--- config.mk ---
export PLATFORM = sky130hd
export DESIGN_NAME = mul_fu_flat
export DESIGN_NICKNAME = d
export VERILOG_FILES = /design/src/rtl/rv32i_types.sv /design/src/rtl/mul_fu_if.sv /design/src/rtl/mul_fu_datapath.sv /design/src/rtl/mul_fu.sv /design/src/flat_wrapper.sv
export SDC_FILE = /design/constraint.sdc
export NUM_CORES = 2
export LEC_CHECK = 0
export ABC_AREA = 0
export CAP_MARGIN = 25
export CELL_PAD_IN_SITES_DETAIL_PLACEMENT = 1
export CELL_PAD_IN_SITES_GLOBAL_PLACEMENT = 2
export CORE_MARGIN = 2
export CORE_UTILIZATION = 30
export CTS_CLUSTER_DIAMETER = 60
export DETAILED_ROUTE_END_ITERATION = 8
export PLACE_DENSITY = 0.95
export SLEW_MARGIN = 5
export SYNTH_ARGS = -nofsm -noshare
export SYNTH_HDL_FRONTEND = slang
export SYNTH_SLANG_ARGS = --single-unit
--- constraint.sdc ---
create_clock -name i_clk -period 19.4 [get_ports i_clk]
set_clock_uncertainty 0.1 [all_clocks]
set_input_delay 3.88 -clock i_clk [delete_from_list [all_inputs] [get_ports i_clk]]
set_output_delay 3.88 -clock i_clk [all_outputs]
set_load 0.005 [all_outputs]
--- src/rtl/rv32i_types.sv ---
// Shared RV32 types: multiplier op encoding, FU state, and the CDB/RVFI bundles.
package rv32i_types;

    localparam int PHYS_REG_W = 6;
    localparam int ROB_IDX_W  = 4;

    typedef enum logic [1:0] {
        MUL    = 2'b00,
        MULH   = 2'b01,
        MULHSU = 2'b10,
        MULHU  = 2'b11
    } mul_op_t;

    typedef enum logic [1:0] {
        S_IDLE,
        S_CALC,
        S_DONE
    } mul_state_t;

    typedef struct packed {
        logic        valid;
        logic [63:0] order;
        logic [31:0] inst;
        logic [4:0]  rs1_addr;
        logic [4:0]  rs2_addr;
        logic [31:0] rs1_rdata;
        logic [31:0] rs2_rdata;
        logic [4:0]  rd_addr;
        logic [31:0] rd_wdata;
        logic [31:0] pc_rdata;
        logic [31:0] pc_wdata;
    } rvfi_data_t;

    typedef struct packed {
        logic [PHYS_REG_W-1:0] pd_s;
        logic [ROB_IDX_W-1:0]  rob_num;
        logic [31:0]           pd_v;
        logic [31:0]           instr_pc;
        logic                  br_en;
        logic                  instr_is_br;
        logic                  br_taken;
        logic [31:0]           br_target;
        rvfi_data_t            rvfi_data;
    } fu_cdb_data_t;

    function automatic logic [31:0] mag32(input logic [31:0] v, input logic neg);
        return neg ? (32'd0 - v) : v;
    endfunction

endpackage

--- src/rtl/mul_fu_if.sv ---
// Issue and CDB-side signals of the multiplier FU; slave is the FU itself.
interface mul_fu_if;
    import rv32i_types::*;

    logic                  issue_valid;
    logic                  issue_ready;
    mul_op_t               mul_op;
    logic [31:0]           rs1_v;
    logic [31:0]           rs2_v;
    logic [PHYS_REG_W-1:0] pd_s;
    logic [ROB_IDX_W-1:0]  rob_num;
    logic [31:0]           instr_pc;
    rvfi_data_t            rvfi_in;
    logic                  fu_done;
    fu_cdb_data_t          fu_data;
    logic                  ack;

    modport slave (
        input  issue_valid, mul_op, rs1_v, rs2_v, pd_s, rob_num, instr_pc, rvfi_in, ack,
        output issue_ready, fu_done, fu_data
    );

    modport master (
        output issue_valid, mul_op, rs1_v, rs2_v, pd_s, rob_num, instr_pc, rvfi_in, ack,
        input  issue_ready, fu_done, fu_data
    );
endinterface

--- src/rtl/mul_fu_datapath.sv ---
// Shift-add core: operand magnitudes, accumulator and shift registers, final sign fix and half select.
module mul_datapath
    import rv32i_types::*;
#(
    parameter int BITS_PER_CYCLE = 2
) (
    input  logic        i_clk,
    input  logic        i_rst,
    input  logic        i_load,
    input  logic        i_step,
    input  mul_op_t     i_op,
    input  logic [31:0] i_rs1,
    input  logic [31:0] i_rs2,
    output logic [31:0] o_result
);
    logic        w_sign1, w_sign2;
    logic [63:0] r_mcand, r_acc;
    logic [31:0] r_mplier;
    logic        r_neg;
    mul_op_t     r_op;
    logic [63:0] w_pp, w_acc_next, w_prod;

    always_comb begin
        w_sign1 = i_rs1[31] & (i_op != MULHU);
        w_sign2 = i_rs2[31] & ((i_op == MUL) || (i_op == MULH));
    end

    always_ff @(posedge i_clk) begin
        if (i_rst) begin
            r_mcand  <= '0;
            r_mplier <= '0;
            r_acc    <= '0;
            r_neg    <= 1'b0;
            r_op     <= MUL;
        end else if (i_load) begin
            r_mcand  <= {32'd0, mag32(i_rs1, w_sign1)};
            r_mplier <= mag32(i_rs2, w_sign2);
            r_acc    <= '0;
            r_neg    <= w_sign1 ^ w_sign2;
            r_op     <= i_op;
        end else if (i_step) begin
            r_acc    <= w_acc_next;
            r_mcand  <= r_mcand << BITS_PER_CYCLE;
            r_mplier <= r_mplier >> BITS_PER_CYCLE;
        end
    end

    // The product is formed from this cycle's accumulator so the FU can register it on the last step.
    always_comb begin
        w_pp = '0;
        for (int j = 0; j < BITS_PER_CYCLE; j++) begin
            if (r_mplier[j]) w_pp = w_pp + (r_mcand << j);
        end
        w_acc_next = r_acc + w_pp;
        w_prod     = r_neg ? (64'd0 - w_acc_next) : w_acc_next;
        o_result   = (r_op == MUL) ? w_prod[31:0] : w_prod[63:32];
    end
endmodule

--- src/rtl/mul_fu.sv ---
// RV32M multiplier FU: issue handshake, CALC sequencing, result hold until CDB ack.
//   state  | meaning
//   S_IDLE | ready for an op
//   S_CALC | retiring multiplier bits
//   S_DONE | result presented, waiting for ack
module mul_fu
    import rv32i_types::*;
#(
    parameter int BITS_PER_CYCLE = 2
) (
    input logic      i_clk,
    input logic      i_rst,
    input logic      i_flush,
    mul_fu_if.slave  io_fu
);
    localparam int N  = 32 / BITS_PER_CYCLE;
    localparam int CW = (N > 1) ? $clog2(N) : 1;

    mul_state_t   r_state, w_state_next;
    logic [CW-1:0] r_count;
    fu_cdb_data_t r_fu_data;
    logic         w_accept, w_last;
    logic [31:0]  w_result;

    assign io_fu.issue_ready = (r_state == S_IDLE) & ~i_rst;
    assign io_fu.fu_done     = (r_state == S_DONE);
    assign io_fu.fu_data     = r_fu_data;

    assign w_accept = io_fu.issue_valid & io_fu.issue_ready & ~i_flush;
    assign w_last   = (r_state == S_CALC) & (r_count == CW'(N - 1));

    always_comb begin
        w_state_next = r_state;
        case (r_state)
            S_IDLE:  if (w_accept) w_state_next = S_CALC;
            S_CALC:  if (w_last) w_state_next = S_DONE;
            S_DONE:  if (io_fu.ack) w_state_next = S_IDLE;
            default: w_state_next = S_IDLE;
        endcase
        if (i_flush) w_state_next = S_IDLE;
    end

    always_ff @(posedge i_clk) begin
        if (i_rst) begin
            r_state <= S_IDLE;
            r_count <= '0;
        end else begin
            r_state <= w_state_next;
            if (w_accept) r_count <= '0;
            else if (r_state == S_CALC) r_count <= r_count + 1'b1;
        end
    end

    // Branch fields are only ever cleared by reset, so they stay zero.
    always_ff @(posedge i_clk) begin
        if (i_rst) begin
            r_fu_data <= '0;
        end else begin
            if (w_accept) begin
                r_fu_data.pd_s      <= io_fu.pd_s;
                r_fu_data.rob_num   <= io_fu.rob_num;
                r_fu_data.instr_pc  <= io_fu.instr_pc;
                r_fu_data.rvfi_data <= io_fu.rvfi_in;
            end
            if (w_last && !i_flush) begin
                r_fu_data.pd_v               <= w_result;
                r_fu_data.rvfi_data.rd_wdata <= w_result;
            end
        end
    end

    mul_datapath #(.BITS_PER_CYCLE(BITS_PER_CYCLE)) u_dp (
        .i_clk    (i_clk),
        .i_rst    (i_rst),
        .i_load   (w_accept),
        .i_step   (r_state == S_CALC),
        .i_op     (io_fu.mul_op),
        .i_rs1    (io_fu.rs1_v),
        .i_rs2    (io_fu.rs2_v),
        .o_result (w_result)
    );
endmodule

--- src/flat_wrapper.sv ---
// flat-port wrapper written by rule: the top's interface ports become plain ports
module mul_fu_flat import rv32i_types::*;
#(
    parameter int BITS_PER_CYCLE = 2
)
  (i_clk, i_rst, i_flush, io_fu_issue_valid, io_fu_mul_op, io_fu_rs1_v, io_fu_rs2_v, io_fu_pd_s, io_fu_rob_num, io_fu_instr_pc, io_fu_rvfi_in, io_fu_ack, io_fu_issue_ready, io_fu_fu_done, io_fu_fu_data);
  mul_fu_if io_fu_i ();
  input logic i_clk;
  input logic i_rst;
  input logic i_flush;
  input wire logic [$bits(io_fu_i.issue_valid)-1:0] io_fu_issue_valid;
  input wire logic [$bits(io_fu_i.mul_op)-1:0] io_fu_mul_op;
  input wire logic [$bits(io_fu_i.rs1_v)-1:0] io_fu_rs1_v;
  input wire logic [$bits(io_fu_i.rs2_v)-1:0] io_fu_rs2_v;
  input wire logic [$bits(io_fu_i.pd_s)-1:0] io_fu_pd_s;
  input wire logic [$bits(io_fu_i.rob_num)-1:0] io_fu_rob_num;
  input wire logic [$bits(io_fu_i.instr_pc)-1:0] io_fu_instr_pc;
  input wire logic [$bits(io_fu_i.rvfi_in)-1:0] io_fu_rvfi_in;
  input wire logic [$bits(io_fu_i.ack)-1:0] io_fu_ack;
  output wire logic [$bits(io_fu_i.issue_ready)-1:0] io_fu_issue_ready;
  output wire logic [$bits(io_fu_i.fu_done)-1:0] io_fu_fu_done;
  output wire logic [$bits(io_fu_i.fu_data)-1:0] io_fu_fu_data;
  assign io_fu_i.issue_valid = io_fu_issue_valid;
  assign io_fu_i.mul_op = io_fu_mul_op;
  assign io_fu_i.rs1_v = io_fu_rs1_v;
  assign io_fu_i.rs2_v = io_fu_rs2_v;
  assign io_fu_i.pd_s = io_fu_pd_s;
  assign io_fu_i.rob_num = io_fu_rob_num;
  assign io_fu_i.instr_pc = io_fu_instr_pc;
  assign io_fu_i.rvfi_in = io_fu_rvfi_in;
  assign io_fu_i.ack = io_fu_ack;
  assign io_fu_issue_ready = io_fu_i.issue_ready;
  assign io_fu_fu_done = io_fu_i.fu_done;
  assign io_fu_fu_data = io_fu_i.fu_data;
  mul_fu #(.BITS_PER_CYCLE(BITS_PER_CYCLE)) u_core (.i_clk(i_clk), .i_rst(i_rst), .i_flush(i_flush), .io_fu(io_fu_i));
endmodule
==> flow_summary.toml <==
[sta]
slew-limit-headroom_pct = 12.7
hold_viol_final = 0
final.setup.tns_ns = 0
final-max-slew-violation-count = 0
timing.final.crit_share_pct = 46.4
grt_setup_unrepaired = "false"
timing.final.crit_period_ns = 8.99
finalSetupViolCount = 0
pin_slew_with_the_least_headroom_to_its_limit_ns = 1.31
max_freq_mhz = 111

[global_routing]
first_global_vias = 36000
met1_usage_pct = 38.4
global_route.usage.total_pct = 31.9
grt_pass1_wl_um = 259000
grt_util_met3_pct = 9.00
global_route.usage.met2_pct = 51.1
grt.busiest_layer = "met2"
globalRoute.totalOverflow = 0
antenna_found_initial = 28
pin_count_of_the_biggest_net_entering_global_routing = 183

[hold_path]
worst_hold_path_type = "flip-flop to flip-flop"
holdPathEnd = "u_core.io_fu.fu_data[359]"
hold_path_startpoint = "u_core.io_fu.fu_data[359]"
hold-path-cell-count = 2

[synthesis]
synthesis.area_sq_mm = 0.0323
seq_area_frac_synth_pct = 31.9
yosysTopAreaCell = "dfxtp_1"
distinct_cell_type_count_of_the_synthesized_netlist = 114
async_flop_share_pct = 0
yosys_register_bits = 515
synth_top_flop_cell = "dfxtp_1"
synth-edff-count = 0
leading_post_synthesis_cells_by_cell_area = "dfxtp_1 32%, nand2_1 14%, a21oi_1 9.2%"
synth.avg_cell_area_sq_um = 7.18
ys.warnings.count = 0
synth_instances = 4505
synth.top_cell.area_share_pct = 31.9

[clock_network]
cts_buffers = 77
clock-sinks = 515
worst_skew_pair.late_latency_ns = 0.66
cts_tree = "built"
clkSlewWorstSetupHoldPaths_ns = 0.06
hold_bufs_inserted_after_cts = 0
clk_path_buf_depth = 3
cts_max_level = 3
cts_setup_buffers = 0
number_of_instances_resized_during_post_cts_repair = 0
cts_root_buffer = "clkbuf_16"

[die]
placementRows = 120
boundaryPins = 768
floorplan.core_area_sq_mm = 0.107
height_of_the_chip_um = 332
die-area_sq_mm = 0.110
die_w_um = 332
initial_core_util_pct = 30.2

[drt]
post_drt_wl_per_cell_um = 28.0
drc_errors = 0
detailedRoute.firstPassIterationCount = 6
antenna_violating_nets_post_route = 0
drt_iter0_drc = 2784
wl_um = 182000
route.vias.total = 35900
viasPerCell = 5.52

[critical_path]
critical_path.most_common_cell = "a21oi_1"
rr_startpoint = "u_core.u_dp.r_mplier[0]"
critical_path.endpoint_type = "flip-flop"
crit_path_max_incr_delay_ns = 0.80
ff2ff_setup_slack_ns = 10.41
critPathMaxFanout = 67
cp.required_ns = 19.89
worst_endpoint_data_arrival_time_ns = 9.48
cp_slowest_cell = "dfxtp_4"
timing.setup.critical_path_class = "flip-flop to flip-flop"
regToRegEndpoint = "u_core.io_fu.fu_data[86]"
startpoint_type = "flip-flop"
worst_r2r_path_depth = 29

[final_layout]
nFillCells = 13000
final_cells = 6515
layout.nets = 5520
layout-drive-gt1-share_pct = 5.58
area.growth.synth_to_final_pct = 33.3

[run_status]
run_status = "completed"

[place]
gp_congestion = 0.990
dp_hpwl_um = 145000
placement.io_buffers = 732
placed_cells = 6348

[power]
irDropWorstVdd_uv = 59.8
power_mw = 3.03
cellLeakagePower_nw = 15.7
powerDensity_mw_per_mm2 = 70.3

[job]
timing.max_cap.violations = 0
layout make-up:
cell class	instances	area, sq um	share of cell area [%]
tap	1403	1760	4.07
antenna	24	60.1	0.139
clock buffer	104	2230	5.17
inverter	65	244	0.566
multi-input combinational	3600	20400	47.3
sequential	515	10300	23.9
timing repair buffer	766	7620	17.7
clock inverter	38	482	1.12
stage by stage:
step / hold slack, ns / worst slack [ns] / util (%) / instance area (sq um)
finish: 0.349 / 10.41 / 40.3 / 43100
CTS: 0.349 / 10.45 / 40.2 / 43100
floorplan: 0.337 / 10.64 / - / 32500
detailed placement: 0.341 / 10.45 / 37.7 / 40300
global placement: 0.330 / 10.47 / 37.7 / 40300
global route: 0.373 / 9.74 / 40.3 / 43100
worst max-delay path, delay by kind of cell (launching register included):
kind                       cells  cell delay (ns)
AOI/OAI and AO/OA             14             3.96
and+or+nand+nor                6             1.54
buffers and inverters          2             0.38
adders and majority gates      3             1.12
DFF                            1             0.80
xor gates and xnor gates       2             0.67
muxes                          2             0.37
where the power goes:
| group | leakage (nW) | switching (mW) | internal [mW] |
|---|---|---|---|
| clock | 1.32 | 0.592 | 0.900 |
| sequential | 4.18 | 0.0355 | 1.09 |
| combinational | 10.2 | 0.237 | 0.179 |
| total | 15.7 | 0.864 | 2.17 |
synth_stat cells (all sizes together) (61+ instances only):
library cell / instances
nor3: 63
nand2: 1176
clkbuf: 275
a311oi: 69
xor2: 95
nor2: 312
ha: 108
o21ai: 195
inv: 61
buf: 84
dfxtp: 515
xnor2: 111
a21oi: 598
worst max path at each step:
stage | endpoint | start | cells after the start | slack [ns]
after floorplan | io_fu_issue_ready | i_rst | 4 | 10.64
after global placement | io_fu_issue_ready | i_rst | 3 | 10.47
after detailed placement | io_fu_issue_ready | i_rst | 3 | 10.45
after CTS | io_fu_issue_ready | i_rst | 3 | 10.45
after global routing | u_core.io_fu.fu_data[86] | u_core.u_dp.r_mplier[0] | 31 | 9.74
final | u_core.io_fu.fu_data[86] | u_core.u_dp.r_mplier[0] | 29 | 10.41
routing by layer:
| layer | routed length [um] | vias to the layer above |
|---|---|---|
| li1 | - | 16700 |
| met1 | 73800 | 17800 |
| met2 | 82800 | 1179 |
| met3 | 14400 | 284 |
| met4 | 11300 | 8 |
| met5 | 49 | - |
flip-flops by register name, summed over array words and instances, names as in the netlist:
| register | count |
|---|---|
| u_core.u_dp.r_acc | 64 |
| u_core.io_fu.fu_data | 346 |
| u_core.u_dp.r_neg | 1 |
| u_core.r_state | 2 |
| u_core.r_count | 4 |
| u_core.u_dp.r_mcand | 64 |
| u_core.u_dp.r_op | 2 |
| u_core.u_dp.r_mplier | 32 |
placed cells by master (no fill, tap or decap), types with 16 or more instances in the layout:
cell type / count
o211ai_1: 16
nor2b_1: 22
buf_4: 31
nor4_1: 22
nand2_1: 1175
a31oi_1: 36
nor2_1: 310
nand4_1: 34
clkbuf_16: 79
diode_2: 24
o21bai_1: 17
nand2b_1: 25
and2_1: 52
a21oi_1: 594
o21ai_0: 176
a211oi_1: 32
clkdlybuf4s50_1: 731
o22ai_1: 22
o21a_1: 25
mux2i_1: 29
a22oi_1: 19
xnor2_1: 110
xor2_1: 95
dfxtp_1: 512
or3_1: 22
clkbuf_8: 16
a311oi_1: 66
a21o_1: 55
nand3_1: 56
o31ai_1: 26
nor3_1: 61
inv_1: 61
mux2_2: 27
and3_1: 22
ha_1: 108
conb_1: 35
cell families (layout without fill, tap and decap cells):
| group | Yosys count | after routing | share of synthesized area [%] |
|---|---|---|---|
| adders and majority gates | 111 | 111 | 4.33 |
| and+or+nand+nor | 1913 | 1913 | 26.0 |
| xor gates and xnor gates | 206 | 206 | 5.60 |
| buffers and inverters | 424 | 973 | 5.54 |
| other | 1 | 59 | 0.0116 |
| muxes | 56 | 56 | 1.84 |
| DFF | 515 | 515 | 31.9 |
| AOI/OAI and AO/OA | 1279 | 1279 | 24.8 |
Power figures use the tool's default switching activity.
